<file path="config.mk">
export PLATFORM = sky130hd
export DESIGN_NAME = fetch_unit_flat
export DESIGN_NICKNAME = d
export VERILOG_FILES = /design/src/rtl/fetch_unit_pkg.sv /design/src/rtl/fetch_unit_if.sv /design/src/rtl/fetch_unit_fd_reg.sv /design/src/rtl/fetch_unit.sv /design/src/flat_wrapper.sv
export SDC_FILE = /design/constraint.sdc
export NUM_CORES = 1
export LEC_CHECK = 0
export ABC_AREA = 1
export BUFFER_PORTS_ARGS = -buffer_cell sky130_fd_sc_hd__buf_2
export CAP_MARGIN = 20
export CORE_MARGIN = 2
export CORE_UTILIZATION = 51
export CTS_CLUSTER_DIAMETER = 60
export DETAILED_ROUTE_END_ITERATION = 6
export HOLD_SLACK_MARGIN = 0.1
export MAX_ROUTING_LAYER = met4
export PLACE_DENSITY = 0.95
export SETUP_SLACK_MARGIN = 0.3
export SLEW_MARGIN = 20
export SYNTH_ARGS = -nofsm -noshare
export SYNTH_HDL_FRONTEND = slang
export SYNTH_SLANG_ARGS = --single-unit
</file>
<file path="constraint.sdc">
create_clock -name clk -period 4.4 [get_ports clk]
set_clock_uncertainty 0.05 [all_clocks]
set_input_delay 0.88 -clock clk [delete_from_list [all_inputs] [get_ports clk]]
set_output_delay 0.88 -clock clk [all_outputs]
set_load 0.02 [all_outputs]
</file>
<file path="src/rtl/fetch_unit_pkg.sv">
// Shared CPU constants and F/D register payload type used by the fetch stage.
package fetch_unit_pkg;

  localparam logic [31:0] CPU_RESET_PC = 32'h0000_3000;
  localparam logic [31:0] CPU_EXC_PC   = 32'h0000_4180;
  localparam logic [31:0] CPU_IM_LO    = 32'h0000_3000;
  localparam logic [31:0] CPU_IM_HI    = 32'h0000_6FFC;
  localparam logic [4:0]  EXC_ADEL     = 5'd4;
  localparam logic [4:0]  EXC_NONE     = 5'd0;
  localparam logic [31:0] NOP          = 32'h0000_0000;

  typedef struct packed {
    logic [31:0] instr;
    logic [31:0] pc;
    logic [4:0]  exc;
    logic        bd;
  } fd_t;

  // Misaligned or outside the inclusive instruction window.
  function automatic logic adel_fault(input logic [31:0] pc,
                                      input logic [31:0] lo,
                                      input logic [31:0] hi);
    return (pc[1:0] != 2'b00) || (pc < lo) || (pc > hi);
  endfunction

endpackage

</file>
<file path="src/rtl/fetch_unit_if.sv">
// Instruction memory port: fetch drives the address, memory returns data combinationally.
interface fetch_unit_if;
  logic [31:0] imem_addr;
  logic [31:0] imem_rdata;

  modport master (output imem_addr, input imem_rdata);
  modport slave  (input imem_addr, output imem_rdata);
endinterface

</file>
<file path="src/rtl/fetch_unit_fd_reg.sv">
// F/D pipeline register: exception flush beats stall, stall beats eret flush and load.
module fd_reg
  import fetch_unit_pkg::*;
#(
  parameter logic [31:0] RST_PC   = CPU_RESET_PC,
  parameter logic [31:0] ENTRY_PC = CPU_EXC_PC
) (
  input  logic clk,
  input  logic reset,
  input  logic stall,
  input  logic exc_flush,
  input  logic flush,
  input  fd_t  din,
  output fd_t  dout
);

  fd_t fd_q, fd_d;

  // Select the next F/D contents.
  always_comb begin
    fd_d = fd_q;
    if (exc_flush) begin
      fd_d = '{instr: NOP, pc: ENTRY_PC, exc: EXC_NONE, bd: 1'b0};
    end else if (stall) begin
      fd_d = fd_q;
    end else if (flush) begin
      fd_d = '{instr: NOP, pc: din.pc, exc: EXC_NONE, bd: 1'b0};
    end else begin
      fd_d = din;
    end
  end

  // F/D state register with synchronous reset.
  always_ff @(posedge clk) begin
    if (reset) begin
      fd_q <= '{instr: NOP, pc: RST_PC, exc: EXC_NONE, bd: 1'b0};
    end else begin
      fd_q <= fd_d;
    end
  end

  assign dout = fd_q;

endmodule

</file>
<file path="src/rtl/fetch_unit.sv">
// Fetch stage: next-PC selection plus F/D register. Define FETCH_ADDR_CHECK_EN
// to raise AdEL on misaligned or out-of-window fetch addresses.
module fetch_unit
  import fetch_unit_pkg::*;
#(
  parameter logic [31:0] RESET_PC = CPU_RESET_PC,
  parameter logic [31:0] EXC_PC   = CPU_EXC_PC,
  parameter logic [31:0] IM_LO    = CPU_IM_LO,
  parameter logic [31:0] IM_HI    = CPU_IM_HI
) (
  input  logic               clk,
  input  logic               reset,
  input  logic               stall,
  input  logic               redirect,
  input  logic [31:0]        redirect_pc,
  input  logic               D_is_branch,
  input  logic               req,
  input  logic               eret,
  input  logic [31:0]        epc,
  fetch_unit_if.master       imem,
  output logic [31:0]        D_instr,
  output logic [31:0]        D_pc,
  output logic [15:0]        D_imm16,
  output logic [4:0]         D_exc,
  output logic               D_bd
);

`ifdef FETCH_ADDR_CHECK_EN
  localparam logic ADDR_CHECK = 1'b1;
`else
  localparam logic ADDR_CHECK = 1'b0;
`endif

  logic [31:0] f_pc_q, f_pc_d;
  logic        addr_fault;
  fd_t         fd_in;
  fd_t         fd_out;

  // Next PC: req > stall hold > eret > redirect > sequential (wraps mod 2^32).
  always_comb begin
    f_pc_d = f_pc_q;
    if (req) begin
      f_pc_d = EXC_PC;
    end else if (stall) begin
      f_pc_d = f_pc_q;
    end else if (eret) begin
      f_pc_d = epc;
    end else if (redirect) begin
      f_pc_d = redirect_pc;
    end else begin
      f_pc_d = f_pc_q + 32'd4;
    end
  end

  // Fetch PC register.
  always_ff @(posedge clk) begin
    if (reset) begin
      f_pc_q <= RESET_PC;
    end else begin
      f_pc_q <= f_pc_d;
    end
  end

  assign imem.imem_addr = f_pc_q;
  assign addr_fault     = ADDR_CHECK & adel_fault(f_pc_q, IM_LO, IM_HI);

  // Build the F/D payload; a faulting fetch carries nop and AdEL.
  always_comb begin
    fd_in.pc = f_pc_q;
    fd_in.bd = D_is_branch;
    if (addr_fault) begin
      fd_in.instr = NOP;
      fd_in.exc   = EXC_ADEL;
    end else begin
      fd_in.instr = imem.imem_rdata;
      fd_in.exc   = EXC_NONE;
    end
  end

  fd_reg #(
    .RST_PC   (RESET_PC),
    .ENTRY_PC (EXC_PC)
  ) u_fd_reg (
    .clk       (clk),
    .reset     (reset),
    .stall     (stall),
    .exc_flush (req),
    .flush     (eret),
    .din       (fd_in),
    .dout      (fd_out)
  );

  assign D_instr = fd_out.instr;
  assign D_pc    = fd_out.pc;
  assign D_imm16 = fd_out.instr[15:0];
  assign D_exc   = fd_out.exc;
  assign D_bd    = fd_out.bd;

endmodule

</file>
<file path="src/flat_wrapper.sv">
// flat-port wrapper written by rule: the top's interface ports become plain ports
module fetch_unit_flat import fetch_unit_pkg::*;
#(
  parameter logic [31:0] RESET_PC = CPU_RESET_PC,
  parameter logic [31:0] EXC_PC   = CPU_EXC_PC,
  parameter logic [31:0] IM_LO    = CPU_IM_LO,
  parameter logic [31:0] IM_HI    = CPU_IM_HI
)
  (clk, reset, stall, redirect, redirect_pc, D_is_branch, req, eret, epc, D_instr, D_pc, D_imm16, D_exc, D_bd, imem_imem_addr, imem_imem_rdata);
  fetch_unit_if imem_i ();
  input  logic clk;
  input  logic reset;
  input  logic stall;
  input  logic redirect;
  input  logic [31:0] redirect_pc;
  input  logic D_is_branch;
  input  logic req;
  input  logic eret;
  input  logic [31:0] epc;
  output logic [31:0] D_instr;
  output logic [31:0] D_pc;
  output logic [15:0] D_imm16;
  output logic [4:0] D_exc;
  output logic D_bd;
  output wire logic [$bits(imem_i.imem_addr)-1:0] imem_imem_addr;
  input wire logic [$bits(imem_i.imem_rdata)-1:0] imem_imem_rdata;
  assign imem_imem_addr = imem_i.imem_addr;
  assign imem_i.imem_rdata = imem_imem_rdata;
  fetch_unit #(.RESET_PC(RESET_PC), .EXC_PC(EXC_PC), .IM_LO(IM_LO), .IM_HI(IM_HI)) u_core (.clk(clk), .reset(reset), .stall(stall), .redirect(redirect), .redirect_pc(redirect_pc), .D_is_branch(D_is_branch), .req(req), .eret(eret), .epc(epc), .imem(imem_i), .D_instr(D_instr), .D_pc(D_pc), .D_imm16(D_imm16), .D_exc(D_exc), .D_bd(D_bd));
endmodule
</file>
# [Yosys cells after proc, flatten, opt, wreduce, memory -nomap -nowiden]
# Cells that the tools add are included.
[totals] ff_bits=102 in_bits=103 output_inout_bits=118
[op_classes] n_addsub=1 eq_ne=1 mux=7 reduce_logical=1
[op_table] operator="$mux 70" count=1
[op_table] operator="$mux 32" count=2
[op_table] operator="$mux 21" count=2
[op_table] operator="$add 32x3->32 const B" count=1
[op_table] operator="$mux 15" count=2
[op_table] operator="$ne 2x1->1 const B" count=1
[op_table] operator="$reduce_or 2->1" count=1

# [Longest topological paths before layout]
[depth] depth_word=5 mapped_depth=10 depth_no_buf=10

# [Hierarchy]
# Synthesis repeated with hierarchy kept, for this count alone.
[hier_totals] cells_unflattened=719 area_unflattened_um2=5156.2
[modules_own_cells] mod="fd_reg" instances=1 cells_per_inst=315 area_per_inst_um2=2616.3 seq_area_each_um2=1401.3
[modules_own_cells] mod="fetch_unit" instances=1 cells_per_inst=404 area_per_inst_um2=2539.9 seq_area_each_um2=640.6

# [Worst setup path after synthesis]
# OpenSTA, ideal clock, no wires.
[synth_timing] path_type="input -> register" start="in eret" end="reg (tool-made name)" setup_time_ps=95 arrival_time_ps=1664 t_required_ps=4255 path_slack_ps=2591 cell_stages=6 n_path_buf=1 cell_sequence="inv_2 > nand2_1 > inv_2 > buf_2 > nand2_1 > a221oi_1"
[synth_rtl] element="from (decl)" line="flat_wrapper.sv:18" text="input logic eret;"

# [Worst setup path in the final report]
[layout_timing] start="in eret" end="reg u_core.f_pc_q[10], in the netlist u_core.imem.imem_addr[10]"
[layout_via] elab_chain_cells=1
[layout_rtl] element="$mux 32" line="fetch_unit.sv:46" text="end else if (eret) begin"
[layout_rtl] element="to (signal assigned)" line="fetch_unit.sv:60" text="f_pc_q <= f_pc_d;"
[layout_rtl] element="to (decl)" line="fetch_unit.sv:34" text="logic [31:0] f_pc_q, f_pc_d;"
# No other way between the ends.
# A chain may end at the register's enable or synchronous reset.

==> impl_metrics.env <==
export IMPL_critical_path_slowest_cell="buf_2"
export IMPL_avgSynthCellArea_um2=7.012
export IMPL_track_usage_pct=27.75
export IMPL_crit_chain="buf_2 -> inv_2 -> nand2_1 -> inv_2 -> a221oi_1 -> a21oi_1"
export IMPL_gp_congestion=0.9735
export IMPL_startpoint_type="primary input"
export IMPL_drive_above_1_share_pct=30.78
export IMPL_cts_hold_buf=0
export IMPL_die_h_um=100.5
export IMPL_drt_iter0_drc=307
export IMPL_ios=221
export IMPL_r2r_start="u_core.imem.imem_addr[2]$_SDFFE_PP0N_"
export IMPL_pwr_density_cell_nw_per_um2=310.3
export IMPL_wl_met2_um=6586
export IMPL_drc=0
export IMPL_drt_pass1_iter_count=5
export IMPL_wl_met1_um=6235
export IMPL_critPathTopFamily="buffers and inverters"
export IMPL_power_share_clock_pct=34.7
export IMPL_cp_depth=6
export IMPL_topRoutingLayerUsed="met4"
export IMPL_end_kind="flop"
export IMPL_p_int_mw=1.324
export IMPL_ys_top_cells_by_count="nand2_1, dfxtp_1, a21oi_1, o21ai_0, nor2_1"
export IMPL_yosysTopAreaCell="dfxtp_1"
export IMPL_synthCells=677
export IMPL_p_switching_mw=0.5189
export IMPL_cts_repair_resized=0
export IMPL_finalWirelength_um=14210
export IMPL_max_freq_mhz=440.8
export IMPL_required_ps=4590
export IMPL_port_buffers=215
export IMPL_diodes=0
export IMPL_leakagePower_nw=2.686
export IMPL_fp_dieW_um=100.5
export IMPL_hold_path_depth=2
export IMPL_async_reset_ff_share_pct=0
export IMPL_hold_end="u_core.u_fd_reg.dout[0]$_SDFFE_PP0N_"
export IMPL_rows=35
export IMPL_grt_max_degree=51
export IMPL_path_max_fanout=30
export IMPL_r2r_end="u_core.imem.imem_addr[18]$_SDFFE_PP0N_"
export IMPL_status="finished, final reports clean"
export IMPL_avgViaCountPerCell=5.385
export IMPL_cts_buffers=9
export IMPL_p_comb_share_pct=14.2
export IMPL_ys_seq_area_share_pct=40.91
export IMPL_worstHoldStart="u_core.u_fd_reg.dout[0]$_SDFFE_PP0N_"
export IMPL_root_buffer="clkbuf_8"
export IMPL_postCtsSetupBuffers=0
export IMPL_fin_crit_sh_pct=51.56
export IMPL_grt_overflow_total=0
export IMPL_htree_levels=3
export IMPL_ff2ff_setup_slack_ps=2410
export IMPL_min_period_ps=2269
export IMPL_yosysMostFrequentCell="nand2_1"
export IMPL_routedWlPerCell_um=14.62
export IMPL_ir_drop_v=0.0001879
export IMPL_maxCapViolCount=0
export IMPL_synth_seq_cells=97
export IMPL_fin_tns_setup_ps=0
export IMPL_synthTopCellsByArea="dfxtp_1, nand2_1, a21oi_1"
export IMPL_setup_violations=0
export IMPL_synth_edf_count=0
export IMPL_synth_distinct_cells=32
export IMPL_final_max_slew_viol_count=0
export IMPL_cts_sinks=97
export IMPL_yosys_warnings=0
export IMPL_core_um2=9153
export IMPL_worstMarginPinSlew_ps=717.9
export IMPL_hp_class="flop to flop"
export IMPL_cts_tree="done"
export IMPL_reg2reg_depth=8
export IMPL_stdcell_count=972
export IMPL_dr_wl_met3_um=1055
export IMPL_crit_path_max_incr_delay_ps=500
export IMPL_swShare_pct=28.15
export IMPL_synth_top_area_share_pct=40.91
export IMPL_grt_pass1_wl_um=22060
export IMPL_start_util_pct=51.87
export IMPL_ant_nets=0
export IMPL_hold_viol=0
export IMPL_pwr_share_seq_pct=51.1
export IMPL_dp_final_hpwl_um=10540
export IMPL_antenna_found_initial=0
export IMPL_final_util_pct=64.89
export IMPL_crit_top_cell="inv_2"
export IMPL_via_count=5234
export IMPL_cts_buffer_depth=2
export IMPL_cts_clk_slew_worst_paths_ps=100
export IMPL_rsz0062_at_grt="false"
export IMPL_dpl_cell_count=957
export IMPL_clk_latency_ps=360
export IMPL_die_area_um2=10100
export IMPL_area_delta_synth_final_pct=25.12
export IMPL_relSlewSlack_pct=52.02
export IMPL_path_buf_inv=3
export IMPL_syn_area_um2=4747
export IMPL_synth_ff_type="dfxtp_1"
export IMPL_arrival_ps=2460
export IMPL_crit_type="primary input to flop"
export IMPL_grt_pass1_vias=4620
export IMPL_fin_nets=961
[layout by cell type, fill, tap and decap left out, drive strengths merged, types with 9 or more instances in the layout]
master	Yosys	layout
dfxtp	97	97
buf	33	220
o21ai	48	48
inv	34	35
clkbuf	22	9
nor2	54	54
nand2	223	223
a21oi	90	90
a221oi	21	21
nand3	25	25
[worst min-delay path: cells and delay by family, from the launching register on]
kind               cells  cell delay (ps)
and+or+nand+nor        1               60
AOI/OAI and AO/OA      1               50
DFF                    1              320
[power groups by stage]
stage	clock network, mW	registers, mW	logic [mW]
6_report	0.640	0.942	0.262
2_1_floorplan	0	0.991	0.124
3_3_place_gp	0	0.960	0.257
3_5_place_dp	0	0.961	0.260
4_1_cts	0.643	0.941	0.261
5_1_grt	0.676	0.946	0.288
[state kept, by name, indices dropped and copies added, names as in the netlist, named ones only]
register               count
u_core.imem.imem_addr     30
u_core.u_fd_reg.dout      65
[kinds of logic (layout without fill, tap and decap cells)]
| family | Yosys count | count (layout) | synth area share [%] |
|---|---|---|---|
| adder cells (fa/ha/maj) | 1 | 1 | 0.2635 |
| flip-flops | 97 | 97 | 40.91 |
| AO/OA/AOI/OAI | 178 | 178 | 21.85 |
| XOR/XNOR | 6 | 6 | 1.107 |
| other | 1 | 5 | 0.07900 |
| buffers and inverters | 91 | 271 | 9.120 |
| AND/OR/NAND/NOR | 303 | 303 | 26.67 |
[per-layer routing]
| layer | up-vias | global-route usage [%] |
|---|---|---|
| met4 | 0 | 9.694 |
| met5 | - | - |
| met1 | 2361 | 37.96 |
| li1 | 2594 | - |
| met3 | 31 | 3.675 |
| met2 | 248 | 42.44 |
[area by class of cell]
type / instances / area, um^2
clock buffer: 9 / 123.9
clock inverter: 6 / 91.34
fill: 855 / 3213
inverter: 36 / 135.1
multi-input combinational: 493 / 2395
sequential: 97 / 1942
tap: 111 / 138.9
timing repair buffer: 220 / 1114
[per-stage QoR]
step                cell area [um^2]  hold WS (ps)  total power [mW]  worst slack, ps
global placement                5719         399.5             1.217             1785
detailed placement              5724         402.7             1.221             1770
finish                          5939         416.0             1.843             2131
global route                    5939         441.1             1.910             1931
CTS                             5939         418.1             1.845             2146
floorplan                       4762         495.0             1.115             2591
[how the worst max path moves through the flow]
stage | from | end | slack, ps
final | eret | u_core.imem.imem_addr[10]$_SDFFE_PP0N_ | 2130
after global placement | eret | u_core.u_fd_reg.dout[67]$_SDFFE_PP0N_ | 1790
after detailed placement | eret | u_core.imem.imem_addr[18]$_SDFFE_PP0N_ | 1770
after floorplan | eret | flop | 2590
after CTS | eret | u_core.imem.imem_addr[18]$_SDFFE_PP0N_ | 2150
after global routing | eret | u_core.imem.imem_addr[25]$_SDFFE_PP0N_ | 1930
No activity file was read; power rests on OpenSTA's default activity.
